[src/rtl/clock_pkg.sv]
// Shared constants for the BCD time-of-day counter: FSM encodings, digit
// field offsets within the packed HH:MM:SS word, and per-digit limits.
package clock_pkg;

    // FSM state encodings
    localparam logic [1:0] ST_STOP = 2'd0;
    localparam logic [1:0] ST_RUN  = 2'd1;
    localparam logic [1:0] ST_CHK  = 2'd2;

    // Bit offsets of each digit in {h_t,h_u,m_t,m_u,s_t,s_u}
    localparam int unsigned OFS_S_U = 0;
    localparam int unsigned OFS_S_T = 4;
    localparam int unsigned OFS_M_U = 8;
    localparam int unsigned OFS_M_T = 12;
    localparam int unsigned OFS_H_U = 16;
    localparam int unsigned OFS_H_T = 20;

    // Digit limits
    localparam logic [3:0] DIGIT_MAX     = 4'd9;
    localparam logic [3:0] SEC_T_MAX     = 4'd5;
    localparam logic [3:0] MIN_T_MAX     = 4'd5;
    localparam logic [3:0] HR_T_MAX      = 4'd2;
    localparam logic [3:0] HR_U_MAX_AT_2 = 4'd3;

    // True when a packed time is a legal 24-hour BCD time
    function automatic logic time_valid(input logic [23:0] t);
        logic [3:0] s_u, s_t, m_u, m_t, h_u, h_t;
        s_u = t[OFS_S_U +: 4];
        s_t = t[OFS_S_T +: 4];
        m_u = t[OFS_M_U +: 4];
        m_t = t[OFS_M_T +: 4];
        h_u = t[OFS_H_U +: 4];
        h_t = t[OFS_H_T +: 4];
        return (s_u <= DIGIT_MAX) && (s_t <= SEC_T_MAX) &&
               (m_u <= DIGIT_MAX) && (m_t <= MIN_T_MAX) &&
               (h_u <= DIGIT_MAX) && (h_t <= HR_T_MAX) &&
               ((h_t != HR_T_MAX) || (h_u <= HR_U_MAX_AT_2));
    endfunction

endpackage

[src/rtl/bcd_digit_counter.sv]
// One BCD digit: increments on inc_i, wraps to 0 past max_i with a carry,
// or takes load_val_i when load_i is set (load wins).
module bcd_digit_counter (
    input  logic       clk,
    input  logic       rst_n,
    input  logic       inc_i,
    input  logic [3:0] max_i,
    input  logic       load_i,
    input  logic [3:0] load_val_i,
    output logic [3:0] value_o,
    output logic [3:0] next_o,
    output logic       carry_o
);

    logic [3:0] value_q, value_d;

    // Next value: load, wrap past limit, or increment
    always_comb begin
        value_d = value_q;
        if (load_i) begin
            value_d = load_val_i;
        end else if (inc_i) begin
            value_d = (value_q >= max_i) ? 4'd0 : value_q + 4'd1;
        end
    end

    // Digit register
    always_ff @(posedge clk or negedge rst_n) begin
        if (!rst_n) begin
            value_q <= 4'd0;
        end else begin
            value_q <= value_d;
        end
    end

    assign carry_o = inc_i && !load_i && (value_q >= max_i);
    assign value_o = value_q;
    // Post-update value, used for the alarm compare ahead of the register
    assign next_o  = value_d;

endmodule

[src/rtl/bcd_time_counter.sv]
// HH:MM:SS BCD time-of-day counter with one-second prescaler, validated
// load over valid/ready, and alarm match on the seconds tick.
module bcd_time_counter
    import clock_pkg::*;
#(
    parameter int unsigned TICK_DIV = 100_000_000
) (
    input  logic        clk,
    input  logic        rst_n,
    input  logic        run_en,
    input  logic        load_valid,
    input  logic [23:0] load_time,
    output logic        load_ready,
    output logic        load_ok,
    output logic        load_err,
    input  logic [23:0] alarm_time,
    input  logic        alarm_en,
    output logic        alarm_hit,
    output logic [23:0] digits,
    output logic        sec_tick,
    output logic        day_wrap
);

    localparam int unsigned PW = (TICK_DIV > 1) ? $clog2(TICK_DIV) : 1;
    localparam logic [PW-1:0] PRESC_MAX = PW'(TICK_DIV - 1);

    logic [1:0]    state_q, state_d;
    logic [PW-1:0] presc_q, presc_d;
    logic [23:0]   stage_q, stage_d;
    logic          sec_tick_q, day_wrap_q, alarm_hit_q, load_ok_q, load_err_q;

    logic          in_run, in_chk, accept, tick, stage_ok, load_apply;
    logic [5:0]    inc, carry;
    logic [23:0]   cur, nxt;
    logic [3:0]    dig_max [6];

    assign in_run     = (state_q == ST_RUN);
    assign in_chk     = (state_q == ST_CHK);
    assign load_ready = !in_chk;
    assign accept     = load_valid && load_ready;
    assign tick       = in_run && (presc_q == PRESC_MAX);
    assign stage_ok   = time_valid(stage_q);
    assign load_apply = in_chk && stage_ok;

    // Next state: accepted load always goes to CHK, otherwise follow run_en
    always_comb begin
        state_d = run_en ? ST_RUN : ST_STOP;
        if (accept) begin
            state_d = ST_CHK;
        end
    end

    // Prescaler advances only in RUN; a valid load restarts the second
    always_comb begin
        presc_d = presc_q;
        if (load_apply) begin
            presc_d = '0;
        end else if (in_run) begin
            presc_d = tick ? '0 : presc_q + PW'(1);
        end
    end

    // Staging register captures the load word on handshake
    always_comb begin
        stage_d = stage_q;
        if (accept) begin
            stage_d = load_time;
        end
    end

    // Per-digit wrap limits; hour units stop at 3 once the tens reach 2
    always_comb begin
        dig_max[0] = DIGIT_MAX;
        dig_max[1] = SEC_T_MAX;
        dig_max[2] = DIGIT_MAX;
        dig_max[3] = MIN_T_MAX;
        dig_max[4] = (cur[OFS_H_T +: 4] == HR_T_MAX) ? HR_U_MAX_AT_2 : DIGIT_MAX;
        dig_max[5] = HR_T_MAX;
    end

    assign inc = {carry[4:0], tick};

    for (genvar g = 0; g < 6; g++) begin : g_digit
        bcd_digit_counter u_digit (
            .clk        (clk),
            .rst_n      (rst_n),
            .inc_i      (inc[g]),
            .max_i      (dig_max[g]),
            .load_i     (load_apply),
            .load_val_i (stage_q[4*g +: 4]),
            .value_o    (cur[4*g +: 4]),
            .next_o     (nxt[4*g +: 4]),
            .carry_o    (carry[g])
        );
    end

    // FSM, prescaler, staging and registered status pulses
    always_ff @(posedge clk or negedge rst_n) begin
        if (!rst_n) begin
            state_q     <= ST_STOP;
            presc_q     <= '0;
            stage_q     <= '0;
            sec_tick_q  <= 1'b0;
            day_wrap_q  <= 1'b0;
            alarm_hit_q <= 1'b0;
            load_ok_q   <= 1'b0;
            load_err_q  <= 1'b0;
        end else begin
            state_q     <= state_d;
            presc_q     <= presc_d;
            stage_q     <= stage_d;
            sec_tick_q  <= tick;
            day_wrap_q  <= carry[5];
            // Ticks never coincide with a load, so nxt is the incremented time
            alarm_hit_q <= tick && alarm_en && (nxt == alarm_time);
            load_ok_q   <= load_apply;
            load_err_q  <= in_chk && !stage_ok;
        end
    end

    assign digits    = cur;
    assign sec_tick  = sec_tick_q;
    assign day_wrap  = day_wrap_q;
    assign alarm_hit = alarm_hit_q;
    assign load_ok   = load_ok_q;
    assign load_err  = load_err_q;

endmodule

[config.mk]
export PLATFORM = sky130hd
export DESIGN_NAME = bcd_time_counter
export DESIGN_NICKNAME = d
export VERILOG_FILES = /design/src/rtl/clock_pkg.sv /design/src/rtl/bcd_digit_counter.sv /design/src/rtl/bcd_time_counter.sv
export SDC_FILE = /design/constraint.sdc
export NUM_CORES = 1
export LEC_CHECK = 0
export BUFFER_PORTS_ARGS = -buffer_cell sky130_fd_sc_hd__buf_4
export CORE_ASPECT_RATIO = 1.1
export CORE_MARGIN = 8
export CORE_UTILIZATION = 40
export CTS_CLUSTER_DIAMETER = 150
export DETAILED_ROUTE_END_ITERATION = 12
export PLACE_DENSITY = 0.6
export REMOVE_ABC_BUFFERS = 1
export SLEW_MARGIN = 20
export SYNTH_ARGS = -nofsm -noshare
export SYNTH_HDL_FRONTEND = slang
export SYNTH_SLANG_ARGS = --single-unit
[constraint.sdc]
create_clock -name clk -period 3.5 [get_ports clk]
set_input_delay 0.7 -clock clk [delete_from_list [all_inputs] [get_ports clk]]
set_output_delay 0.7 -clock clk [all_outputs]
set_load 0.01 [all_outputs]
==> impl_metrics.toml <==
[sta]
fin_crit_sh_pct = 91.7
fin_crit_ps = 3210
setup_tns_ps = 0
slew_viol_final = 0
max_freq_ghz = 0.311
final-hold-violation-count = 0
maxSlewHeadroom_pct = 33.7
holdWs_ps = 407
clock_skew_ps = 9.04
rsz0062_at_grt = "no"
worstMarginPinSlew_ps = 990
setup_viol_count_final = 0
setup_slack_ps = 290

[setup_path]
worstSetupStartpointType = "flip-flop"
crit_top_cell = "ha_1"
path_class = "flip-flop to flip-flop"
crit_start = "g_digit[5].u_digit.value_o[0]"
crit_required_ps = 3750
crit_arrival_ps = 3460
critPathCaptureType = "flip-flop"
crit_chain = "inv_1 > ha_1 > nand2_1 > ha_1 > a211o_1 > a21oi_1 > or4_1 > and3_1 > xor2_1 > nor4_1 > o2111ai_1 > nor4_2"
reg2reg_from = "g_digit[5].u_digit.value_o[0]"
slowest_delay_ps = 660
cp_slowest_cell = "or4_1"
cp_max_fo = 6

[floorplanning]
io_pins = 83
core.rowCount = 42
die_y_um = 132
start_util_pct = 40.8
core_area_um2 = 11900
die-width_um = 121
die-area_um2 = 15900

[synth]
yosysTopAreaCell = "dfrtp_1"
syn_avg_cell_area_um2 = 9.16
synth_edf_count = 0
synth.top_cells.by_area = "dfrtp_1 42%, mux2_2 6.0%, nand2_1 4.8%"
ys_types = 60
yosysWarnings = 0
async_flop_share_pct = 100
seq_area_frac_synth_pct = 42.2
synthFlopType = "dfrtp_1"
synth_top_area_share_pct = 42.2
synth_area_um2 = 4860
synth_seq_cells = 82
yosysMostFrequentCell = "dfrtp_1"
synthCells = 531
synthTopCellsByCount = "82 x dfrtp_1, 62 x nand2_1, 41 x o21ai_0"

[detailed_routing]
drt_iter0_drc = 247
dr.pass1.iters = 6
routed_wl_um = 14500
routed_via_density = 5.68
antenna_left = 0
route.vias.total = 4426
wl_per_cell_um = 18.6
drcViolationCount = 0

[global_route]
grt_pass1_vias = 4621
gr-total-overflow = 0
grt_max_degree = 53
grt_first_pass_wirelength_um = 23700
grt_usage_pct = 18.5
antenna_found_initial = 0

[place]
place_ws_ps = 190
port-buffer-count = 82
place_congestion = 0.906
dp_hpwl_um = 11100

[clocking]
cts.path.max_buffers = 2
postCtsSetupBuffers = 0
clkTransAtPathRegs_ps = 60
cts_tree = "yes"
root_buffer = "clkbuf_16"
cts_buffers = 9
clk_latency_ps = 340
cts-htree-levels = 3
cts.sinks = 82

[status]
status = "complete, no violations"

[power]
power.density_nw_per_um2 = 477
peakVddDrop_v = 0.000190
p_leak_uw = 0.00264
total_power_uw = 2880

[layout]
fin_nets = 693
drive_above_1_share_pct = 23.8
antenna_cells = 0
fill_cells = 1138
post-route-util_pct = 50.7
areaGrowthSynthToFinish_pct = 24.3

[hold_path]
min_path_type = "primary input to async pin"

[job]
drv_cap = 0
metrics by stage:
| stage | instances | instance area [um^2] |
|---|---|---|
| 2_1_floorplan | 513 | 4790 |
| 3_3_place_gp | 765 | 5710 |
| 3_5_place_dp | 765 | 5710 |
| 4_1_cts | 779 | 6020 |
| 5_1_grt | 779 | 6040 |
| 6_report | 779 | 6040 |
cell usage in the layout (no fill, tap or decap), types with 4 or more instances in the layout:
master and n:
buf_4 98, dfrtp_1 82, nand2_1 60, o21ai_0 41, nor2_1 39, mux2_2 26
nand3_1 20, inv_1 19, ha_1 18, o21ai_1 17, a21oi_1 17, nand4_1 14
nand2b_1 12, xor2_1 12, and3_1 11, xnor2_1 11, nor3_1 10, nor4_1 9
a31oi_1 9, clkbuf_16 9, o31ai_1 6, a21o_1 5, or4_1 4, mux2i_1 4
o211ai_1 4
worst max-delay path, delay by kind of cell, from the launching register on:
family / cells / cell delay (ps)
flops: 1 / 440
simple gates: 5 / 1510
xor+xnor: 1 / 150
compound gates: 3 / 440
fa+ha+maj: 2 / 440
buf+inv: 1 / 130
state kept, by name (all words and copies together) (netlist names):
register                 count
g_digit.u_digit.value_o     24
alarm_hit                    1
state_q                      2
load_err                     1
presc_q                     27
stage_q                     24
day_wrap                     1
sec_tick                     1
load_ok                      1
power breakdown:
group	total (uW)	internal (uW)	switching, uW
Combinational	682	317	366
Clock	1000	635	368
Sequential	1200	1060	141
layer usage:
layer | global-route usage [%] | vias to the layer above | wire length, um
li1 | - | 2116 | -
met1 | 21.8 | 2145 | 5990
met2 | 30.9 | 134 | 7070
met3 | 4.93 | 31 | 1010
met4 | 7.82 | 0 | 414
met5 | 0 | - | 0
cells by family (layout without fill, tap and decap cells):
group                      count (synthesis)  after routing  synth area share [%]
xor gates and xnor gates                  23             23                  4.14
adders and majority gates                 18             18                  4.63
muxes                                     31             31                  7.31
buffers and inverters                     38            132                  3.14
DFF                                       82             82                  42.2
AOI/OAI and AO/OA                        127            127                  16.0
and+or+nand+nor                          212            212                  22.6
what timing repair did:
item,CTS,global route
gates resized for setup,0,4
setup endpoints to repair,0,1
hold buffers,0,0
layout make-up:
| cell class | count | area [um^2] | area share, % |
|---|---|---|---|
| Inverter | 20 | 75.1 | 1.24 |
| Sequential cell | 82 | 2050 | 34.0 |
| Clock buffer | 11 | 243 | 4.02 |
| Multi-Input combinational cell | 411 | 2680 | 44.3 |
| Tap cell | 154 | 193 | 3.19 |
| Timing Repair Buffer | 98 | 736 | 12.2 |
| Clock inverter | 3 | 65.1 | 1.08 |
worst paths after layout:
path                                                 endpoint  slack [ps]  cells past startpoint
worst max-delay path                                alarm_hit         290                     12
worst min-delay path            g_digit[3].u_digit.value_o[3]         410                      1
worst max register to register                      alarm_hit         290                     12
worst min register to register                    presc_q[21]         510                      1
max in group asynchronous                         stage_q[11]        2360                      2
min in group clk                                  presc_q[21]         510                      1
Power figures use the tool's default switching activity.
